### src/rtl/mac_pkg.sv
// Shared types, default sizes and helpers for the product accumulator.
package mac_pkg;

  typedef enum logic {
    IDLE = 1'b0,
    ACC  = 1'b1
  } state_e;

  localparam int unsigned ACC_W_DEF = 16;
  localparam int unsigned LEN_W_DEF = 8;

  // A frame length of zero stands for the largest frame, 2^len_w products.
  function automatic int unsigned eff_len(input int unsigned len,
                                          input int unsigned len_w);
    return (len == 0) ? (32'd1 << len_w) : len;
  endfunction

endpackage

### src/rtl/sat_add.sv
// Unsigned saturating adder: clamps at all-ones and reports when it did.
module sat_add #(
  parameter int unsigned W = 16
) (
  input  logic [W-1:0] a_i,
  input  logic [W-1:0] b_i,
  output logic [W-1:0] sum_o,
  output logic         sat_o
);

  logic [W:0] full;

  // One-bit-wider add; the carry out decides saturation.
  always_comb begin
    full  = {1'b0, a_i} + {1'b0, b_i};
    sat_o = full[W];
    sum_o = full[W] ? '1 : full[W-1:0];
  end

endmodule

### src/rtl/prod_accum8.sv
// Frame accumulator for the 8-bit product stream: sums a programmable
// number of products per frame with saturation and hands each frame sum
// to a one-entry valid/ready output register.
module prod_accum8
  import mac_pkg::*;
#(
  parameter int unsigned ACC_W = ACC_W_DEF,
  parameter int unsigned LEN_W = LEN_W_DEF
) (
  input  logic             clk,
  input  logic             rst_n,
  input  logic [7:0]       p_i,
  input  logic             valid_i,
  input  logic [LEN_W-1:0] len_i,
  output logic [ACC_W-1:0] sum_o,
  output logic             sat_o,
  output logic             valid_o,
  input  logic             ready_i,
  output logic             busy_o,
  output logic             ovr_o
);

  localparam int unsigned CNT_W = LEN_W + 1;

  state_e           state_q, state_d;
  logic [ACC_W-1:0] acc_q, acc_d;
  logic [CNT_W-1:0] cnt_q, cnt_d;
  logic [CNT_W-1:0] len_q, len_d;
  logic             fsat_q, fsat_d;
  logic [ACC_W-1:0] sum_q, sum_d;
  logic             sat_q, sat_d;
  logic             valid_q, valid_d;
  logic             ovr_q, ovr_d;

  logic [ACC_W-1:0] p_ext;
  logic [ACC_W-1:0] add_sum;
  logic             add_sat;
  logic [CNT_W-1:0] len_eff;
  logic [CNT_W-1:0] cnt_inc;
  logic             done;
  logic [ACC_W-1:0] fin_sum;
  logic             fin_sat;

  assign p_ext   = {{(ACC_W-8){1'b0}}, p_i};
  assign len_eff = CNT_W'(eff_len(32'(len_i), LEN_W));
  assign cnt_inc = cnt_q + CNT_W'(1);

  sat_add #(.W(ACC_W)) u_add (
    .a_i   (acc_q),
    .b_i   (p_ext),
    .sum_o (add_sum),
    .sat_o (add_sat)
  );

  // Frame FSM: starts a frame in IDLE, accumulates in ACC, flags completion.
  always_comb begin
    state_d = state_q;
    acc_d   = acc_q;
    cnt_d   = cnt_q;
    len_d   = len_q;
    fsat_d  = fsat_q;
    done    = 1'b0;
    fin_sum = '0;
    fin_sat = 1'b0;
    unique case (state_q)
      IDLE: begin
        if (valid_i) begin
          len_d = len_eff;
          if (len_eff == CNT_W'(1)) begin
            // A one-product frame completes without entering ACC.
            done    = 1'b1;
            fin_sum = p_ext;
            acc_d   = '0;
            cnt_d   = '0;
            fsat_d  = 1'b0;
          end else begin
            acc_d   = p_ext;
            cnt_d   = CNT_W'(1);
            fsat_d  = 1'b0;
            state_d = ACC;
          end
        end
      end
      ACC: begin
        if (valid_i) begin
          if (cnt_inc == len_q) begin
            done    = 1'b1;
            fin_sum = add_sum;
            fin_sat = fsat_q | add_sat;
            acc_d   = '0;
            cnt_d   = '0;
            fsat_d  = 1'b0;
            state_d = IDLE;
          end else begin
            acc_d  = add_sum;
            cnt_d  = cnt_inc;
            fsat_d = fsat_q | add_sat;
          end
        end
      end
      default: state_d = IDLE;
    endcase
  end

  // Output register: load on completion when free or being drained, else flag overrun.
  always_comb begin
    sum_d   = sum_q;
    sat_d   = sat_q;
    valid_d = valid_q;
    ovr_d   = ovr_q;
    if (done) begin
      if (!valid_q || ready_i) begin
        sum_d   = fin_sum;
        sat_d   = fin_sat;
        valid_d = 1'b1;
      end else begin
        ovr_d = 1'b1;
      end
    end else if (valid_q && ready_i) begin
      valid_d = 1'b0;
    end
  end

  // State and datapath registers with synchronous active-low reset.
  always_ff @(posedge clk) begin
    if (!rst_n) begin
      state_q <= IDLE;
      acc_q   <= '0;
      cnt_q   <= '0;
      len_q   <= '0;
      fsat_q  <= 1'b0;
      sum_q   <= '0;
      sat_q   <= 1'b0;
      valid_q <= 1'b0;
      ovr_q   <= 1'b0;
    end else begin
      state_q <= state_d;
      acc_q   <= acc_d;
      cnt_q   <= cnt_d;
      len_q   <= len_d;
      fsat_q  <= fsat_d;
      sum_q   <= sum_d;
      sat_q   <= sat_d;
      valid_q <= valid_d;
      ovr_q   <= ovr_d;
    end
  end

  assign sum_o   = sum_q;
  assign sat_o   = sat_q;
  assign valid_o = valid_q;
  assign busy_o  = (state_q == ACC);
  assign ovr_o   = ovr_q;

endmodule

### config.mk
export PLATFORM = sky130hd
export DESIGN_NAME = prod_accum8
export DESIGN_NICKNAME = d
export VERILOG_FILES = /design/src/rtl/mac_pkg.sv /design/src/rtl/sat_add.sv /design/src/rtl/prod_accum8.sv
export SDC_FILE = /design/constraint.sdc
export NUM_CORES = 1
export LEC_CHECK = 0
export ABC_AREA = 0
export CAP_MARGIN = 30
export CORE_MARGIN = 4
export CORE_UTILIZATION = 47
export CTS_BUF_LIST = sky130_fd_sc_hd__clkbuf_2 sky130_fd_sc_hd__clkbuf_4 sky130_fd_sc_hd__clkbuf_8
export DETAILED_ROUTE_END_ITERATION = 10
export PLACE_DENSITY = 0.71
export REMOVE_ABC_BUFFERS = 1
export SLEW_MARGIN = 20
export SYNTH_ARGS = -nofsm -noshare
export SYNTH_HDL_FRONTEND = slang
export SYNTH_SLANG_ARGS = --single-unit
### constraint.sdc
create_clock -name clk -period 7.5 [get_ports clk]
set_input_delay 1.5 -clock clk [delete_from_list [all_inputs] [get_ports clk]]
set_output_delay 1.5 -clock clk [all_outputs]
set_load 0.02 [all_outputs]
== Word level (Yosys, flattened, before mapping) ==
Cells that the tools add are included.
W data, S select, Z words.
Storage, ports and cells
  output and inout port bits: 20
  memories: 0
  word-level logic and storage cells: 66
  memory bits (writable): 0
  flip-flop bits (word level): 55
  bits in latches: 0
  input port bits: 20
  bits in read-only memories: 0
Cells by class
  mux-type cells: 37
  reductions and logical operators: 10
  $lt $le $gt $ge: 0
  multipliers: 0
  shift operators: 0
  equal/unequal tests: 5
  add/subtract/negate cells: 2
  div/mod/pow operators: 0
  bitwise operators: 3
Operators with widths (number)
  $mux W16: 6
  $pmux W16 S2: 2
  $mux W9: 4
  $mux W8: 3
  $mux W1: 18
  $pmux W9 S2: 1
  $add A16 B8 Y17: 1
  $reduce_and A2 Y1: 5
  $add A9 B1 Y9 const B: 1
  $eq A9 B1 Y1 const B: 1
  $eq A9 B9 Y1: 1
  $logic_not A8 Y1: 1
  $pmux W1 S2: 3
  $ne A2 B2 Y1 const B: 2
  $ne A2 B1 Y1 const B: 1
  $not A1 Y1: 2
  $reduce_bool A2 Y1: 1
  $logic_and A1 B1 Y1: 1
  $logic_not A1 Y1: 1
  $logic_or A1 B1 Y1: 1
  $or A1 B1 Y1: 1

== Longest topological paths before layout ==
Gate-level depths: netlist of the first run.
  word-level depth: 8
  mapped depth: 10

== Modules after synthesis ==
Synthesis of the first run repeated with hierarchy kept, for this count alone.
Unflattened totals
  cell total of the unflattened synthesis: 418
  area, all modules: 3462.1 um^2
By module, submodules not included
  prod_accum8: sequential area each 1101.1 um^2, area each 2661.3 um^2, cells an instance 304, times used 1
  sat_add: sequential area each 0.0 um^2, area each 800.8 um^2, cells an instance 114, times used 1

== Worst setup path before layout of the first run ==
Ideal clock, no wire load.
  path type: in2reg
  start point: input p_i[1]
  end point: register sum_q[15] (netlist: sum_o[15])
  path slack: 3.823 ns
  buffers on the path: 0
  cell stages on the path: 7
  library setup time: 0.117 ns
  data arrival time: 3.559 ns
  cells stage by stage: ha_1 > a211oi_1 > nor3_1 > o41ai_1 > nand3b_1 > mux2_2 > a32o_1
On the way
  word-level cells in the longest chain between the ends: 5
RTL lines
  from (decl): RTL line prod_accum8.sv:12  | input logic [7:0] p_i,
  $add A16 B8 Y17: RTL line sat_add.sv:15  | full = {1'b0, a_i} + {1'b0, b_i};
  $mux W16: RTL line sat_add.sv:17  | sum_o = full[W] ? '1 : full[W-1:0];
  $mux W16: RTL line prod_accum8.sv:86  | if (cnt_inc == len_q) begin
  $mux W16: RTL line prod_accum8.sv:85  | if (valid_i) begin
  $pmux W16 S2: RTL line prod_accum8.sv:65  | unique case (state_q)
  to (signal assigned): RTL line prod_accum8.sv:142  | sum_q <= sum_d;
  to (decl): RTL line prod_accum8.sv:30  | logic [ACC_W-1:0] sum_q, sum_d;
Every way passes these cells.
A chain may end at the register's enable or synchronous reset.

==> results of run 1 <==
cell type report:
type | count | area, um2
clock inverter | 2 | 16.27
tap | 77 | 96.34
sequential | 55 | 1101
multi-input combinational | 280 | 1851
timing repair buffer | 41 | 405.4
inverter | 4 | 15.01
clock buffer | 6 | 82.58
fill | 599 | 2746
through the flow:
step	total power [mW]	hold slack [ps]	area (um2)	worst slack (ps)
6_report	0.5934	452.4	3567	3475
5_1_grt	0.6194	479.5	3567	3241
4_1_cts	0.5945	459.6	3560	3267
3_5_place_dp	0.4197	445.8	3461	2937
3_3_place_gp	0.4179	440.3	3453	3009
2_1_floorplan	0.3825	448.1	2959	3823
where the power goes:
part	leakage, nW	switching, mW	internal (mW)	total (mW)
Clock	0.0474	0.103	0.0757	0.178
Combinational	0.752	0.0605	0.0453	0.106
Sequential	0.446	0.00836	0.301	0.309
worst paths after layout:
path	start	endpoint	slack, ps	cells after the start
min	sum_o[14]	sum_o[14]	450	2
min reg2reg	sum_o[14]	sum_o[14]	450	2
max reg2reg	cnt_q[0]	sum_o[15]	4330	7
max	rst_n	acc_q[15]	3470	4
registers in the layout (all words and copies together), names as in the netlist:
name / count
acc_q: 16
cnt_q: 9
len_q: 9
busy_o: 1
sat_o: 1
sum_o: 16
valid_o: 1
fsat_q: 1
ovr_o: 1
synth_stat cells (2+ instances only):
| cell | count |
|---|---|
| o21a_1 | 5 |
| o21bai_1 | 3 |
| dfxtp_1 | 55 |
| a41oi_1 | 2 |
| nand2_1 | 48 |
| o211ai_1 | 9 |
| ha_1 | 9 |
| a211oi_1 | 4 |
| o31ai_1 | 2 |
| xnor2_1 | 13 |
| a22oi_1 | 6 |
| buf_2 | 2 |
| nand3_2 | 2 |
| a32o_1 | 6 |
| xor2_1 | 6 |
| nor2_1 | 18 |
| nand3_1 | 10 |
| a21o_1 | 2 |
| o21ai_1 | 2 |
| nand3b_1 | 3 |
| o221a_2 | 6 |
| o22ai_1 | 6 |
| o21ai_0 | 19 |
| nand4_1 | 3 |
| and3_1 | 3 |
| o31a_1 | 2 |
| nor2b_1 | 6 |
| buf_4 | 4 |
| inv_1 | 3 |
| a31oi_1 | 8 |
| a21oi_1 | 27 |
| or3_1 | 4 |
| a22o_1 | 8 |
| nand2b_1 | 7 |
| clkbuf_1 | 12 |
| nor3_1 | 6 |
| mux2i_1 | 2 |
cell usage in the layout (no fill, tap or decap), drive strengths merged, types with 7 or more instances in the layout:
| cell type | count |
|---|---|
| nand2b | 7 |
| ha | 9 |
| nor2 | 18 |
| dfxtp | 55 |
| o21ai | 21 |
| nand2 | 48 |
| xnor2 | 13 |
| a22o | 8 |
| clkdlybuf4s50 | 39 |
| o211ai | 9 |
| nor3 | 7 |
| nand3 | 12 |
| a31oi | 8 |
| a21oi | 27 |
critical path: stages:
cell and delay [ps]:
clkdlybuf4s50_1 1100, inv_1 600, nor2_1 820, a22o_1 260
logic make-up after synthesis:
logic type / synth area share, %
compound gates: 29.72
simple gates: 19.91
flops: 36.12
buf+inv: 3.407
xor+xnor: 5.460
fa+ha+maj: 4.351
mux: 1.026
routing by layer:
metal | routed length, um | vias to the layer above
met3 | 328 | 11
li1 | - | 1407
met1 | 3711 | 1327
met4 | 108 | 0
met2 | 3580 | 63
met5 | 0 | -
==> summary.txt, run 1 <==
ys flop type = dfxtp_1
Power Density = 166.4 mW/mm2
drc violations = 0
Die X = 88.53 um
starting DRC count in detailed routing = 180
DP HPWL = 5.570 mm
Core Util, Final = 56.50%
final setup TNS = 0 ps
status = completed
total track usage = 21.25%
Clk pin slew, worst setup/hold paths = 110 ps
diode count = 0
vias per std cell = 6.039
Post-DRT Antenna Nets = 0
GR Util met2 = 33.92%
initial antenna violation count = 0
CTS sink cnt = 55
GR Overflow Total = 0
initial core utilization = 48.28%
grt peak-use layer = met2
Synth area leader = dfxtp_1
clk buf depth = 2
top post-synthesis cells by area = dfxtp_1, nand2_1, a21oi_1
Critical Path AT = 4290 ps
Core Area = 0.006314 mm2
RSZ-0062 raised after global routing = no
Worst-Margin Slew = 963.1 ps
Fmax = 248.4 MHz
Max-Cap Viols = 0
Routability Congestion = 0.8283
port bufs = 39
die footprint = 0.007838 mm2
Yosys cell types = 62
largest net degree at the start of global routing = 25
Cell Count, Final, Fillers Out = 465
num ports = 40
first-pass GRT wire length = 13.25 mm
worst min path class = flop to flop
Area Overhead vs Synth = 17.04%
Synth Cell Area = 0.003048 mm2
Die Ht = 88.53 um
type of destination of the critical path = flop
Synth Instances = 358
cts-stage hold buffer count = 0
final WL = 7.727 mm
post-synthesis average cell area = 8.514 um2
wire per inst = 16.62 um
critical path class = input port to flop
post-cts sizing count = 0
Clk Latency, worst-skew pair = 310 ps
CP max FO = 24
CTS Buf Count = 5
Slew Limit Fails = 0
Post-CTS Setup Bufs = 0
LEAKAGE = 1.245 nW
via count = 2808
asr flop ratio synth = 0%
vias in the first global route = 2679
Post-synth EDFFs = 0
Fin. Hold Viols = 0
Slew HR = 35.59%
Synth top area share = 36.12%
Inst Count DP = 457
GR Util met3 = 3.259%
DRT Pass-1 Iters = 4
final net count = 417
routing usage on met1 = 29.91%
fin crit period = 4025 ps
CP required = 7760 ps
Final Skew = 9.418 ps
htree depth = 2
Root Buffer = clkbuf_8
Worst Setup Start Kind = input port
VDD IR max = 0.1098 mV
synth warn = 0
post-synthesis register bit count = 55
final worst-path cycle share = 53.67%
sequential share of the synthesized area = 36.12%
row cnt = 29
layout cells sized above 1 = 6.959%
Final setup viols = 0
CTS tree = yes
No activity file was read; power rests on OpenSTA's default activity.
==> inputs of run 2 (changes only) <==
==> constraint.sdc (replaced) <==
create_clock -name clk -period 4 [get_ports clk]
set_input_delay 0.8 -clock clk [delete_from_list [all_inputs] [get_ports clk]]
set_output_delay 0.8 -clock clk [all_outputs]
set_load 0.02 [all_outputs]
==> summary.txt, run 2 (synthesis gave the netlist of run 1 again) <==
status = completed
FILL cells = 602 (+0.50%)
Fin. Hold Viols = 0 (unchanged)
Root Buffer = clkbuf_8
cts-stage hold buffer count = 0 (unchanged)
Core Area = 0.006314 mm2 (unchanged)
DP HPWL = 5.509 mm (-1.1%)
die footprint = 0.007838 mm2 (unchanged)
final setup TNS = 0 ps (unchanged)
type of destination of the critical path = flop
Die Ht = 88.53 um (unchanged)
Inst Count DP = 464 (+1.5%)
Max-Cap Viols = 0 (unchanged)
VDD IR max = 0.2356 mV (+110%)
layout cells sized above 1 = 8.122% (+1.2 points)
Post-DRT Antenna Nets = 0 (unchanged)
worst r2r src = cnt_q[0]
row cnt = 29 (unchanged)
Hold Path Depth = 2 (unchanged)
CTS sink cnt = 55 (unchanged)
first-pass GRT wire length = 13.14 mm (-0.83%)
Hold Crit Start = sum_o[14]
Die X = 88.53 um (unchanged)
Reg2Reg Capture Point = sum_o[15]
CP max FO = 12 (-50%)
pre-CTS setup slack = 550.8 ps (-2387 ps)
CP required = 4220 ps (-3540 ps)
final worst slack = 879.5 ps (-2595 ps)
most frequent cells in the layout = dfxtp_1, nand2_1, clkdlybuf4s50_1
CTS Buf Count = 5 (unchanged)
wire per inst = 16.90 um (+1.7%)
vias in the first global route = 2750 (+2.7%)
register area = 0.001101 mm2 (unchanged)
critical path class = flop to flop
initial core utilization = 48.28% (unchanged)
final net count = 424 (+1.7%)
RSZ-0062 raised after global routing = no
flop2flop setup slack = 880 ps (-3450 ps)
final WL = 7.962 mm (+3.0%)
worst r2r path cells = 7 (unchanged)
total power draw = 1.158 mW (+95%)
Slew Limit Fails = 0 (unchanged)
area of the multi-input gates = 0.001843 mm2 (-0.41%)
vias per std cell = 6.123 (+1.4%)
commonest non-fill, non-tap cell in the layout = dfxtp_1
Clk Latency, worst-skew pair = 320 ps (about the same)
Slew HR = 44.29% (+8.7 points)
initial antenna violation count = 0 (unchanged)
hold path endpoint = sum_o[14]
htree depth = 2 (unchanged)
LEAKAGE = 1.278 nW (+2.6%)
clk buf depth = 2 (unchanged)
Routability Congestion = 0.9228 (+11%)
placed cell area = 0.003513 mm2 (+1.5%)
worst min path class = flop to flop
Area Overhead vs Synth = 18.76%
starting DRC count in detailed routing = 206 (+14%)
Clk pin slew, worst setup/hold paths = 100 ps (about the same)
Core Util, Final = 57.33% (+0.83 points)
Worst Setup Start Kind = flop
Post-CTS Setup Bufs = 0 (unchanged)
Final Skew = 6.245 ps (-3.172 ps)
via count = 2884 (+2.7%)
Min Hold Slack = 457.4 ps (+4.991 ps)
Critical Path AT = 3340 ps (-950 ps)
drc violations = 0 (unchanged)
GR Overflow Total = 0 (unchanged)
largest net degree at the start of global routing = 24 (-4.0%)
port bufs = 39 (unchanged)
fin area = 0.003620 mm2 (+1.5%)
final worst-path cycle share = 78.01%
total track usage = 21.04% (-0.21 points)
CTS tree = yes
Fmax = 320.5 MHz
num ports = 40 (unchanged)
Final setup viols = 0 (unchanged)
post-cts sizing count = 0 (unchanged)
Worst-Margin Slew = 832.5 ps (-130.6 ps)
fin crit period = 3121 ps
DRT Pass-1 Iters = 5 (+1)
Power Density = 320.0 mW/mm2 (+92%)
diode count = 0 (unchanged)
Cell Count, Final, Fillers Out = 471 (+1.3%)
[run 2: layout make-up]
class,count,area share [%]
tap,77,2.662
clock inverter,2,1.037
multi-input combinational,280,50.92
clock buffer,5,1.901
inverter,4,0.4148
timing repair buffer,48,12.65
sequential,55,30.42
[run 2: metal layers]
metal / global-route usage (%) / vias up / wire length [um]
li1: - / 1414 / -
met1: 29.31 / 1339 / 3771
met2: 33.17 / 110 / 3529
met3: 2.886 / 21 / 476
met4: 7.830 / 0 / 184
met5: 0 / - / 0
[run 2: report_power, final]
part | switching, mW | total (mW) | internal, mW
Sequential | 0.0161 | 0.580 | 0.564
Combinational | 0.114 | 0.203 | 0.0894
Clock | 0.191 | 0.375 | 0.183
Total | 0.321 | 1.16 | 0.837
[run 2: how the worst max path moves through the flow]
stage | endpoint | cells after the start | from | slack [ps]
final | sum_o[15] | 7 | cnt_q[0] | 880
after global routing | acc_q[8] | 7 | p_i[5] | 580
after CTS | acc_q[13] | 9 | p_i[0] | 880
after detailed placement | acc_q[13] | 9 | p_i[0] | 550
after global placement | acc_q[13] | 9 | p_i[0] | 580
after floorplan | sum_o[15] | 7 | p_i[1] | 1020
[run 2: critical path, stage by stage, from the launching register on]
cell and delay (ps):
dfxtp_1 460, ha_1 440, nand2_1 170, or3_4 400, a2111oi_2 420, and3_1 530, o21ai_1 280, a32o_1 330
==> inputs of run 3 (changes only) <==
--- a/config.mk
+++ b/config.mk
@@ -11,7 +11,7 @@
 export CORE_UTILIZATION = 47
 export CTS_BUF_LIST = sky130_fd_sc_hd__clkbuf_2 sky130_fd_sc_hd__clkbuf_4 sky130_fd_sc_hd__clkbuf_8
 export DETAILED_ROUTE_END_ITERATION = 10
-export PLACE_DENSITY = 0.71
+export PLACE_DENSITY = 0.73
 export REMOVE_ABC_BUFFERS = 1
 export SLEW_MARGIN = 20
 export SYNTH_ARGS = -nofsm -noshare
==> constraint.sdc (replaced) <==
create_clock -name clk -period 2.6 [get_ports clk]
set_input_delay 0.52 -clock clk [delete_from_list [all_inputs] [get_ports clk]]
set_output_delay 0.52 -clock clk [all_outputs]
set_load 0.02 [all_outputs]
==> summary.txt, run 3 (synthesis gave the netlist of run 1 again) <==
fin crit period = 2558 ps
Worst-Margin Slew = 829.7 ps (-2.794 ps)
Levels on crit path = 8 (+1)
initial antenna violation count = 0 (unchanged)
via count = 3108 (+7.8%)
flop2flop setup slack = 180 ps (-700 ps)
Power Density = 455.6 mW/mm2 (+42%)
routing usage on met1 = 31.32% (+2.0 points)
die footprint = 0.007838 mm2 (unchanged)
register share of total power = 47.8% (-2.3 points)
RSZ-0062 raised after global routing = yes
layout cells sized above 1 = 20.96% (+13 points)
type of destination of the critical path = flop
GR Util met3 = 3.631% (+0.74 points)
pre-CTS setup slack = -386.7 ps (-937.5 ps)
DRT Pass-1 Iters = 5 (unchanged)
P_int = 1.343 mW (+60%)
Comb power frac = 21.6% (+4.0 points)
grt peak-use layer = met2
total track usage = 22.46% (+1.4 points)
CTS sink cnt = 55 (unchanged)
Critical Path AT = 2770 ps (-570 ps)
Die Ht = 88.53 um (unchanged)
crit-path max cell delay = 440 ps (-90 ps)
Post-DRT Antenna Nets = 0 (unchanged)
Slew HR = 44.69% (+0.39 points)
status = completed
final WL = 8.629 mm (+8.4%)
GR Util met2 = 36.71% (+3.5 points)
largest net degree at the start of global routing = 17 (-29%)
commonest non-fill, non-tap cell in the layout = dfxtp_1
Core Util, Final = 64.55% (+7.2 points)
Fin. Hold Viols = 0 (unchanged)
CTS Buf Count = 5 (unchanged)
DP HPWL = 6.279 mm (+14%)
Clk pin slew, worst setup/hold paths = 100 ps (about the same)
Min Hold Slack = 474.2 ps (+16.86 ps)
CP required = 2820 ps (-1400 ps)
row cnt = 29 (unchanged)
VDD IR max = 0.2872 mV (+22%)
htree depth = 2 (unchanged)
most frequent cells in the layout = dfxtp_1, buf_4, nand2_1
Root Buffer = clkbuf_8
num ports = 40 (unchanged)
clk buf depth = 2 (unchanged)
Area Overhead vs Synth = 33.70%
slowest stage cell, crit path = clkdlybuf4s50_1
vias in the first global route = 2945 (+7.1%)
sw frac = 27.70% (-0.032 points)
total power draw = 1.857 mW (+60%)
wire per inst = 16.72 um (-1.1%)
final net count = 469 (+11%)
Net Switching = 0.5143 mW (+60%)
LEAKAGE = 1.505 nW (+18%)
diode count = 0 (unchanged)
Hold Path Depth = 2 (unchanged)
Die X = 88.53 um (unchanged)
Fmax = 391.0 MHz
initial core utilization = 48.28% (unchanged)
Final setup viols = 0 (unchanged)
Max-Cap Viols = 0 (unchanged)
drc violations = 0 (unchanged)
Slew Limit Fails = 0 (unchanged)
CTS tree = yes
GR Overflow Total = 0 (unchanged)
final setup TNS = 0 ps (unchanged)
Core Area = 0.006314 mm2 (unchanged)
Worst Setup Start Kind = input port
Routability Congestion = 0.9137 (-0.99%)
starting DRC count in detailed routing = 233 (+13%)
worst min path class = flop to flop
clock power share = 30.5% (-1.8 points)
Post-CTS Setup Bufs = 0 (unchanged)
critical path class = input port to flop
final worst-path cycle share = 98.37%
cts-stage hold buffer count = 0 (unchanged)
Clk Latency, worst-skew pair = 310 ps (about the same)
Final Skew = 8.732 ps (+2.487 ps)
CP bufs+invs = 1 (+1)
vias per std cell = 6.023 (-1.6%)
delay-heaviest family, CP = compound AO/OA/AOI/OAI gates
crit-path cells = clkdlybuf4s50_1 -> ha_1 -> a211oi_2 -> nor3_2 -> o41ai_2 -> nand3b_1 -> mux2_2 -> a32o_1
port bufs = 39 (unchanged)
CP max FO = 2 (-10)
final worst slack = 42.39 ps (-837.1 ps)
first-pass GRT wire length = 13.98 mm (+6.4%)
worst r2r path cells = 8 (+1)
## run 3: cell types whose count changed in the layout (fill, tap and decap cells not counted), moves of 2 or more
cell / delta
buf_12: +2
o21ai_1: +2
a21oi_2: +2
ha_1: -2
a21oi_1: -2
nor2_1: -3
nor2_2: +3
o21ai_0: -3
buf_4: +43
## run 3: metrics by stage
step           cell area [um2]  std cells
2_1_floorplan             2959        339
3_3_place_gp              3876        509
3_5_place_dp              3876        509
4_1_cts                   4000        516
5_1_grt                   4075        516
6_report                  4075        516
## run 3: worst reg2reg max path, delay by kind of cell (launching register included)
family                   cells  cell delay, ps
flip-flops                   1             400
adder cells (fa/ha/maj)      1             200
AND/OR/NAND/NOR              3             800
AO/OA/AOI/OAI                3             780
buffers and inverters        1             150
## run 3: layer usage
layer,wire length (um),vias to the layer above
met2,4052,88
li1,-,1502
met3,388,12
met4,119,0
met1,4068,1506
met5,0,-
## run 3: layout make-up
cell class                      count  area, um2
Clock inverter                      2      37.54
Clock buffer                        5      68.82
Sequential cell                    55       1101
Multi-Input combinational cell    280       1936
Timing Repair Buffer               93      820.8
Fill cell                         558       2238
Inverter                            4      15.01
Tap cell                           77      96.34
## run 3: repair_timing
item | in CTS | in global routing
cloned | 0 | 0
setup endpoints to repair | 16 | 30
pin swaps | 0 | 3
gates resized for setup | 6 | 17
## run 3: worst paths after layout
path / end / from
hold / removal: sum_o[14] / sum_o[14]
setup / recovery: sum_o[15] / p_i[1]
setup reg to reg: sum_o[0] / cnt_q[0]
hold reg to reg: sum_o[14] / sum_o[14]
## run 3: power groups by stage
stage	clock network, mW	logic, mW	registers, mW
2_1_floorplan	0	0.194	0.910
3_3_place_gp	0	0.364	0.905
3_5_place_dp	0	0.370	0.907
4_1_cts	0.573	0.378	0.887
5_1_grt	0.611	0.437	0.892
6_report	0.567	0.402	0.888
